## config.mk

```make
export PLATFORM = sky130hd
export DESIGN_NAME = spi_slave
export DESIGN_NICKNAME = d
export VERILOG_FILES = /design/src/rtl/spi_slave.sv
export SDC_FILE = /design/constraint.sdc
export NUM_CORES = 1
export LEC_CHECK = 0
export CORE_UTILIZATION = 47
export DETAILED_ROUTE_END_ITERATION = 10
export GPL_ROUTABILITY_DRIVEN = 0
export HOLD_SLACK_MARGIN = 0.03
export PLACE_DENSITY = 0.77
export SLEW_MARGIN = 10
export SYNTH_ARGS = -nofsm -noshare
export SYNTH_HDL_FRONTEND = slang
export SYNTH_SLANG_ARGS = --single-unit
```

## constraint.sdc

```tcl
create_clock -name clk -period 1.6 [get_ports clk]
set_input_delay 0.32 -clock clk [delete_from_list [all_inputs] [get_ports clk]]
set_output_delay 0.32 -clock clk [all_outputs]
set_load 0.02 [all_outputs]
```

## src/rtl/spi_slave.sv

```systemverilog
// Mode-0 SPI responder: 16-bit frames (RW, address, data) decoded onto a single-cycle register bus.
// Optional burst/auto-increment mode is enabled by defining SPI_SLAVE_AUTOINC_EN.
module spi_slave #(
  parameter int SYNC_STAGES = 2,
  parameter int ADDR_W      = 7,
  parameter int DATA_W      = 8
) (
  input  logic              clk,
  input  logic              rst_n,
  input  logic              sck,
  input  logic              cs,
  input  logic              mosi,
  output logic              miso,
  output logic              miso_oe,
  output logic [ADDR_W-1:0] reg_addr,
  output logic [DATA_W-1:0] reg_wdata,
  output logic              reg_we,
  output logic              reg_re,
  input  logic [DATA_W-1:0] reg_rdata,
  output logic              done,
  output logic [1:0]        dbg_state
);

  localparam int CMD_BITS   = 1 + ADDR_W;
  localparam int FRAME_BITS = CMD_BITS + DATA_W;
  localparam int CNT_W      = $clog2(FRAME_BITS);
  localparam int SH_W       = (CMD_BITS > DATA_W) ? CMD_BITS : DATA_W;

  typedef enum logic [1:0] {
    IDLE = 2'd0,
    CMD  = 2'd1,
    DATA = 2'd2,
    HOLD = 2'd3
  } state_t;

  state_t                 state_q, state_d;
  logic [SYNC_STAGES-1:0] sck_sync_q, sck_sync_d;
  logic [SYNC_STAGES-1:0] cs_sync_q, cs_sync_d;
  logic [SYNC_STAGES-1:0] mosi_sync_q, mosi_sync_d;
  logic                   sck_prev_q, sck_prev_d;
  logic                   cs_prev_q, cs_prev_d;
  logic [CNT_W-1:0]       cnt_q, cnt_d;
  logic [SH_W-1:0]        shift_q, shift_d;
  logic [DATA_W-1:0]      tx_q, tx_d;
  logic                   rw_q, rw_d;
  logic                   re_p1_q, re_p1_d;
  logic                   re_p2_q, re_p2_d;
  logic                   inc_q, inc_d;
  logic                   miso_q, miso_d;
  logic                   miso_oe_q, miso_oe_d;
  logic [ADDR_W-1:0]      reg_addr_q, reg_addr_d;
  logic [DATA_W-1:0]      reg_wdata_q, reg_wdata_d;
  logic                   reg_we_q, reg_we_d;
  logic                   reg_re_q, reg_re_d;
  logic                   done_q, done_d;

  logic            sck_s, cs_s, mosi_s;
  logic            sck_rise, sck_fall, cs_fall;
  logic [SH_W-1:0] shift_in;

  assign sck_s    = sck_sync_q[SYNC_STAGES-1];
  assign cs_s     = cs_sync_q[SYNC_STAGES-1];
  assign mosi_s   = mosi_sync_q[SYNC_STAGES-1];
  assign sck_rise = sck_s & ~sck_prev_q;
  assign sck_fall = ~sck_s & sck_prev_q;
  assign cs_fall  = ~cs_s & cs_prev_q;
  assign shift_in = {shift_q[SH_W-2:0], mosi_s};

  // Handshake: reg_we/reg_re are single-clk strobes qualified by reg_addr in the same clk;
  // reg_rdata is taken exactly two clk after the clk in which reg_re is high.
  always_comb begin
    sck_sync_d  = {sck_sync_q[SYNC_STAGES-2:0], sck};
    cs_sync_d   = {cs_sync_q[SYNC_STAGES-2:0], cs};
    mosi_sync_d = {mosi_sync_q[SYNC_STAGES-2:0], mosi};
    sck_prev_d  = sck_s;
    cs_prev_d   = cs_s;
    state_d     = state_q;
    cnt_d       = cnt_q;
    shift_d     = shift_q;
    tx_d        = tx_q;
    rw_d        = rw_q;
    re_p1_d     = reg_re_q;
    re_p2_d     = re_p1_q;
    inc_d       = 1'b0;
    miso_d      = miso_q;
    miso_oe_d   = miso_oe_q;
    reg_addr_d  = reg_addr_q;
    reg_wdata_d = reg_wdata_q;
    reg_we_d    = 1'b0;
    reg_re_d    = 1'b0;
    done_d      = 1'b0;

    if (re_p2_q) tx_d = reg_rdata;
    // Write bursts bump the address one clk late so reg_we sees the address just written.
    if (inc_q) reg_addr_d = reg_addr_q + ADDR_W'(1);

    case (state_q)
      IDLE: begin
        miso_d    = 1'b0;
        miso_oe_d = 1'b0;
        if (cs_fall) begin
          state_d = CMD;
          cnt_d   = '0;
        end
      end
      CMD: begin
        if (cs_s) begin
          state_d   = IDLE;
          miso_d    = 1'b0;
          miso_oe_d = 1'b0;
        end else if (sck_rise) begin
          shift_d = shift_in;
          cnt_d   = cnt_q + CNT_W'(1);
          if (cnt_q == CNT_W'(CMD_BITS - 1)) begin
            rw_d       = shift_in[CMD_BITS-1];
            reg_addr_d = shift_in[ADDR_W-1:0];
            reg_re_d   = shift_in[CMD_BITS-1];
            miso_oe_d  = shift_in[CMD_BITS-1];
            state_d    = DATA;
          end
        end
      end
      DATA: begin
        if (cs_s) begin
          state_d   = IDLE;
          miso_d    = 1'b0;
          miso_oe_d = 1'b0;
        end else if (sck_rise) begin
          shift_d = shift_in;
          cnt_d   = cnt_q + CNT_W'(1);
          if (cnt_q == CNT_W'(FRAME_BITS - 1)) begin
            done_d = 1'b1;
            if (!rw_q) begin
              reg_we_d    = 1'b1;
              reg_wdata_d = shift_in[DATA_W-1:0];
            end
`ifdef SPI_SLAVE_AUTOINC_EN
            state_d = DATA;
            cnt_d   = CNT_W'(CMD_BITS);
            if (rw_q) begin
              reg_addr_d = reg_addr_q + ADDR_W'(1);
              reg_re_d   = 1'b1;
            end else begin
              inc_d = 1'b1;
            end
`else
            state_d = HOLD;
`endif
          end
        end else if (sck_fall && rw_q) begin
          miso_d = tx_q[DATA_W-1];
          tx_d   = {tx_q[DATA_W-2:0], 1'b0};
        end
      end
      HOLD: begin
        if (cs_s) begin
          state_d   = IDLE;
          miso_d    = 1'b0;
          miso_oe_d = 1'b0;
        end
      end
      default: state_d = IDLE;
    endcase
  end

  always_ff @(posedge clk or negedge rst_n) begin
    if (!rst_n) begin
      state_q     <= IDLE;
      sck_sync_q  <= '0;
      cs_sync_q   <= '1;
      mosi_sync_q <= '0;
      sck_prev_q  <= 1'b0;
      cs_prev_q   <= 1'b1;
      cnt_q       <= '0;
      shift_q     <= '0;
      tx_q        <= '0;
      rw_q        <= 1'b0;
      re_p1_q     <= 1'b0;
      re_p2_q     <= 1'b0;
      inc_q       <= 1'b0;
      miso_q      <= 1'b0;
      miso_oe_q   <= 1'b0;
      reg_addr_q  <= '0;
      reg_wdata_q <= '0;
      reg_we_q    <= 1'b0;
      reg_re_q    <= 1'b0;
      done_q      <= 1'b0;
    end else begin
      state_q     <= state_d;
      sck_sync_q  <= sck_sync_d;
      cs_sync_q   <= cs_sync_d;
      mosi_sync_q <= mosi_sync_d;
      sck_prev_q  <= sck_prev_d;
      cs_prev_q   <= cs_prev_d;
      cnt_q       <= cnt_d;
      shift_q     <= shift_d;
      tx_q        <= tx_d;
      rw_q        <= rw_d;
      re_p1_q     <= re_p1_d;
      re_p2_q     <= re_p2_d;
      inc_q       <= inc_d;
      miso_q      <= miso_d;
      miso_oe_q   <= miso_oe_d;
      reg_addr_q  <= reg_addr_d;
      reg_wdata_q <= reg_wdata_d;
      reg_we_q    <= reg_we_d;
      reg_re_q    <= reg_re_d;
      done_q      <= done_d;
    end
  end

  assign miso      = miso_q;
  assign miso_oe   = miso_oe_q;
  assign reg_addr  = reg_addr_q;
  assign reg_wdata = reg_wdata_q;
  assign reg_we    = reg_we_q;
  assign reg_re    = reg_re_q;
  assign done      = done_q;
  assign dbg_state = state_q;

endmodule

```

# After elaboration in Yosys (flattened, before gate mapping)
# Index checks and enable logic that the tools add are counted.
[totals] reg_bits=52 inputBits=13 out_inout_bits=22
[op_classes] eq_ne=17 add_sub_neg=1 reduce_logical=13 n_mux=44 bitwise_logic=7
[op_table] cell="2-to-1 mux 8 bit" n=5
[op_table] cell="2-to-1 mux 7 bit" n=4
[op_table] cell="2-to-1 mux 1 bit" n=20
[op_table] cell="inequality test 3 bit (second input constant)" n=6
[op_table] cell="2-to-1 mux 2 bit" n=8
[op_table] cell="2-to-1 mux 4 bit" n=3
[op_table] cell="AND reduction 3 bit" n=3
[op_table] cell="case mux 2 bit (4 select lines)" n=1
[op_table] cell="case mux 4 bit (2 select lines)" n=1
[op_table] cell="AND reduction 4 bit" n=2
[op_table] cell="inequality test 2 x 1 -> 1 bit (second input constant)" n=3
[op_table] cell="inequality test 2 bit (second input constant)" n=3
[op_table] cell="case mux 1 bit (3 select lines)" n=2
[op_table] cell="AND reduction 6 bit" n=1
[op_table] cell="OR reduction 2 bit" n=3
[op_table] cell="AND reduction 5 bit" n=1
[op_table] cell="adder 4 x 1 -> 4 bit (second input constant)" n=1
[op_table] cell="== test 2 bit (second input constant)" n=2
[op_table] cell="== test 4 x 3 -> 1 bit (second input constant)" n=1
[op_table] cell="== test 4 bit (second input constant)" n=1
[op_table] cell="NOT 1 bit" n=4
[op_table] cell="AND 1 bit" n=3
[op_table] cell="== test 2 x 1 -> 1 bit (second input constant)" n=1
[op_table] cell="logical NOT 2 bit" n=1
[op_table] cell="2 further kinds" n=2

# Longest topological paths before layout
[depth] word_depth=7 ltp_mapped=7 ltp_nobuf=6

# Worst setup path before layout
# No wires, ideal clock.
[synth_path] path_kind="reg-to-reg" startpoint="reg state_q[0] (netlist: dbg_state[0])" endpoint="reg reg_wdata_q[0] (netlist: reg_wdata[0])" arrival_time_ns=1.798 stages_incl_launch_ff=7 path_slack_ns=-0.323 path_cell_list="dfrtp_1 inv_1 ha_1 nand2b_1 or3_4 nor2_8 mux2_4"
[synth_via] elab_chain_cells=2
[synth_lines] item="start, declared" line="36" text="state_t state_q, state_d;"
[synth_lines] item="start signal, assigned" line="189" text="state_q <= state_d;"
[synth_lines] item="== test 2 bit" line="97" text="case (state_q)"
[synth_lines] item="AND reduction 5 bit (no line)"
[synth_lines] item="end signal, assigned" line="205" text="reg_wdata_q <= reg_wdata_d;"
[synth_lines] item="end, declared" line="52" text="logic [DATA_W-1:0] reg_wdata_q, reg_wdata_d;"
# No other way between the ends.
# A chain may end at the register's enable or synchronous reset.

# Final worst setup path
[layout_path] startpoint="reg state_q[0] (netlist: dbg_state[0])" endpoint="reg reg_wdata_q[6] (netlist: reg_wdata[6])"
# Same word-level chain as after synthesis.

==> impl_metrics.yaml <==
cts:
  cts_sinks: 52
  clock_path_buffers: 2
  cts_inserted_buffers: 5
  cts-root-buf: "clkbuf_8"
  cts_tree: "built"
  cts-htree-levels: 2
  clk-insertion-delay-late_ns: 0.31
  cts.clk_slew.worst_paths_ns: 0.10
synthesis:
  ys_ff_latch: 52
  synth-seq-area-share: 0.588
  synth_xor_area_frac: 0.00395
  synth_top_family_by_area: "multiplexers"
  syn_area_per_cell_um2: 13.8
  yosys_warnings: 0
  ys.flop_type: "dfrtp_1"
  synth.area.top_cells: "dfrtp_1 (55%), mux2_2 (7.6%), mux2_4 (5.4%)"
  yosysTopAreaCell: "dfrtp_1"
  synth_compound_area_frac: 0.0846
  synthAdderAreaFrac: 0.0338
  synth.top_cell.area_share: 0.552
  netlist_instances: 161
  syn_area_um2: 2220
  yosys.area_share.simple: 0.101
  synthDistinctLibCells: 40
  async_flop_share: 1.00
  synth_nets: 180
  synth_edf_count: 0
  muxShareOfSynthArea: 0.171
die:
  io_pins: 35
  die_w_um: 70.7
  die_height_um: 70.7
  core_area_um2: 4440
  start_util: 0.499
  die_area_um2: 5000
  rows: 24
place:
  dpl.hpwl_mm: 3.00
  port_buffers: 34
  placed_area_um2: 2820
  dp_slack_ns: -0.204
run:
  cap_violations: 0
detailed_routing:
  viasPerCell: 5.33
  vias: 1499
  postRouteAntennaNets: 0
  drt-initial-drc-count: 145
  routedWlPerCell_um: 15.9
  drc: 2
  firstDrtPassIters: 7
  wl_mm: 4.47
worst_setup_path:
  crit_path_top_delay_cell: "dfrtp_2"
  cp-end-kind: "flip-flop"
  crit_required_ns: 1.79
  crit_path_cell_trace: "inv_4, ha_4, nand2b_4, or3_4, nor2_8, mux2_4"
  critical_path_buf_inv_count: 1
  cp_max_fo: 5
  path_class: "flip-flop to flip-flop"
  arrival_ns: 1.94
  start_kind: "flip-flop"
  cpPeakStageDelay_ns: 0.44
  crit_family: "simple AND/OR/NAND/NOR gates"
grt:
  antenna_found_initial: 0
  track_usage: 0.193
  grt_pass1_vias: 1573
  grt_pass1_wl_mm: 7.43
  grt-ovfl-total: 0
  grt_max_degree: 53
sta:
  skew_ns: 0.0108
  min_period_ns: 1.75
  layout_setup_ws_ns: -0.147
  worstMarginPinSlew_ns: 0.391
  fin_crit_sh: 1.09
  slew-limit-headroom: 0.739
  tns_ns: -1.68
  rsz0062_at_grt: "yes"
  setup_violations: 22
  hold_viol: 0
  max_freq_mhz: 572
  holdWs_ns: 0.356
  finalMaxSlewViolations: 0
pwr:
  peakVddDrop_mv: 0.826
  leakagePower_nw: 1.58
  cellPowerDensity_nw_per_um2: 1070
layout:
  diodes: 0
  final_common_cell: "dfrtp_1"
  finish.utilization: 0.688
  design_area_um2: 3060
  drive_gt1_frac: 0.371
  area_growth_pct: 37.7
  mostFrequentLayoutCells: "dfrtp_1 (47), buf_4 (24), mux2_2 (15)"
  fin_nets: 247
outcome:
  violations: "design-rule violations, negative setup slack"
  outcome: "finished with violations"
hold_path:
  hold_class: "flip-flop to flip-flop"
-- flip-flops by register name, indices dropped and copies added, names as in the netlist --
name / flops
reg_addr: 7
tx_q: 8
sck_sync_q: 2
shift_q: 7
reg_we: 1
miso_oe: 1
mosi_sync_q: 2
sck_prev_q: 1
cnt_q: 4
re_p1_q: 1
cs_prev_q: 1
cs_sync_q: 2
dbg_state: 2
miso: 1
reg_wdata: 8
reg_re: 1
rw_q: 1
done: 1
re_p2_q: 1
-- logic make-up (layout without fill, tap and decap cells) --
| group | count (synthesis) | in the layout |
|---|---|---|
| AOI/OAI and AO/OA | 28 | 28 |
| xor gates and xnor gates | 1 | 1 |
| adders and majority gates | 6 | 6 |
| buffers and inverters | 10 | 77 |
| DFF | 52 | 52 |
| muxes | 32 | 32 |
| and+or+nand+nor | 32 | 33 |
-- cell type report --
cell class | instances | area (µm²)
repair buffers | 64 | 614
clock inverters | 3 | 21.3
clock buffers | 5 | 68.8
multi-input cells | 100 | 958
fillers | 323 | 1390
flip-flops and latches | 52 | 1310
well taps | 52 | 65.1
inverters | 5 | 21.3
-- per-stage QoR --
step | cells | total power (W)
after global placement | 264 | 0.00233
after global routing | 281 | 0.00343
after floorplan | 161 | 0.00200
final | 281 | 0.00327
after detailed placement | 264 | 0.00239
after CTS | 280 | 0.00322
-- final timing paths --
check	startpoint	slack (ns)	cells past startpoint	endpoint
max in group asynchronous	rst_n	0.78	3	cs_prev_q
hold / removal	re_p1_q	0.36	0	re_p2_q
min in group asynchronous	rst_n	0.52	3	mosi_sync_q[1]
setup / recovery	dbg_state[0]	-0.15	6	reg_wdata[6]
setup reg to reg	dbg_state[0]	-0.15	6	reg_wdata[6]
hold reg to reg	re_p1_q	0.36	0	re_p2_q
-- power breakdown --
| part | internal (W) | switching, W | total [W] |
|---|---|---|---|
| Combinational | 0.000516 | 0.000426 | 0.000941 |
| Clock | 0.000311 | 0.000442 | 0.000753 |
| Sequential | 0.00145 | 0.000126 | 0.00157 |
| Total | 0.00227 | 0.000994 | 0.00327 |
-- repair_timing --
| item | 4_1_cts | 5_1_grt |
|---|---|---|
| hold endpoints to repair | 49 | 0 |
| hold buffers | 1 | 0 |
| setup buffers | 6 | 1 |
| cloned | 1 | 0 |
| pin swaps | 6 | 0 |
| endpoints found under the setup margin | 42 | 45 |
| resized for setup | 24 | 13 |
-- cell usage after synthesis (all sizes together), types with 4 or more instances --
cell / number
o21ai: 13
dfrtp: 49
inv: 5
nor2: 4
nor2b: 4
mux2i: 9
nand2: 10
mux2: 23
ha: 6
-- routing by layer --
| layer | share of wire | wire, µm | GRT usage |
|---|---|---|---|
| met5 | 0 | 0 | 0 |
| met1 | 0.46 | 2050 | 0.249 |
| met2 | 0.48 | 2150 | 0.310 |
| met3 | 0.049 | 220 | 0.0484 |
| met4 | 0.012 | 54 | 0.0889 |
No activity file was read; power rests on OpenSTA's default activity.
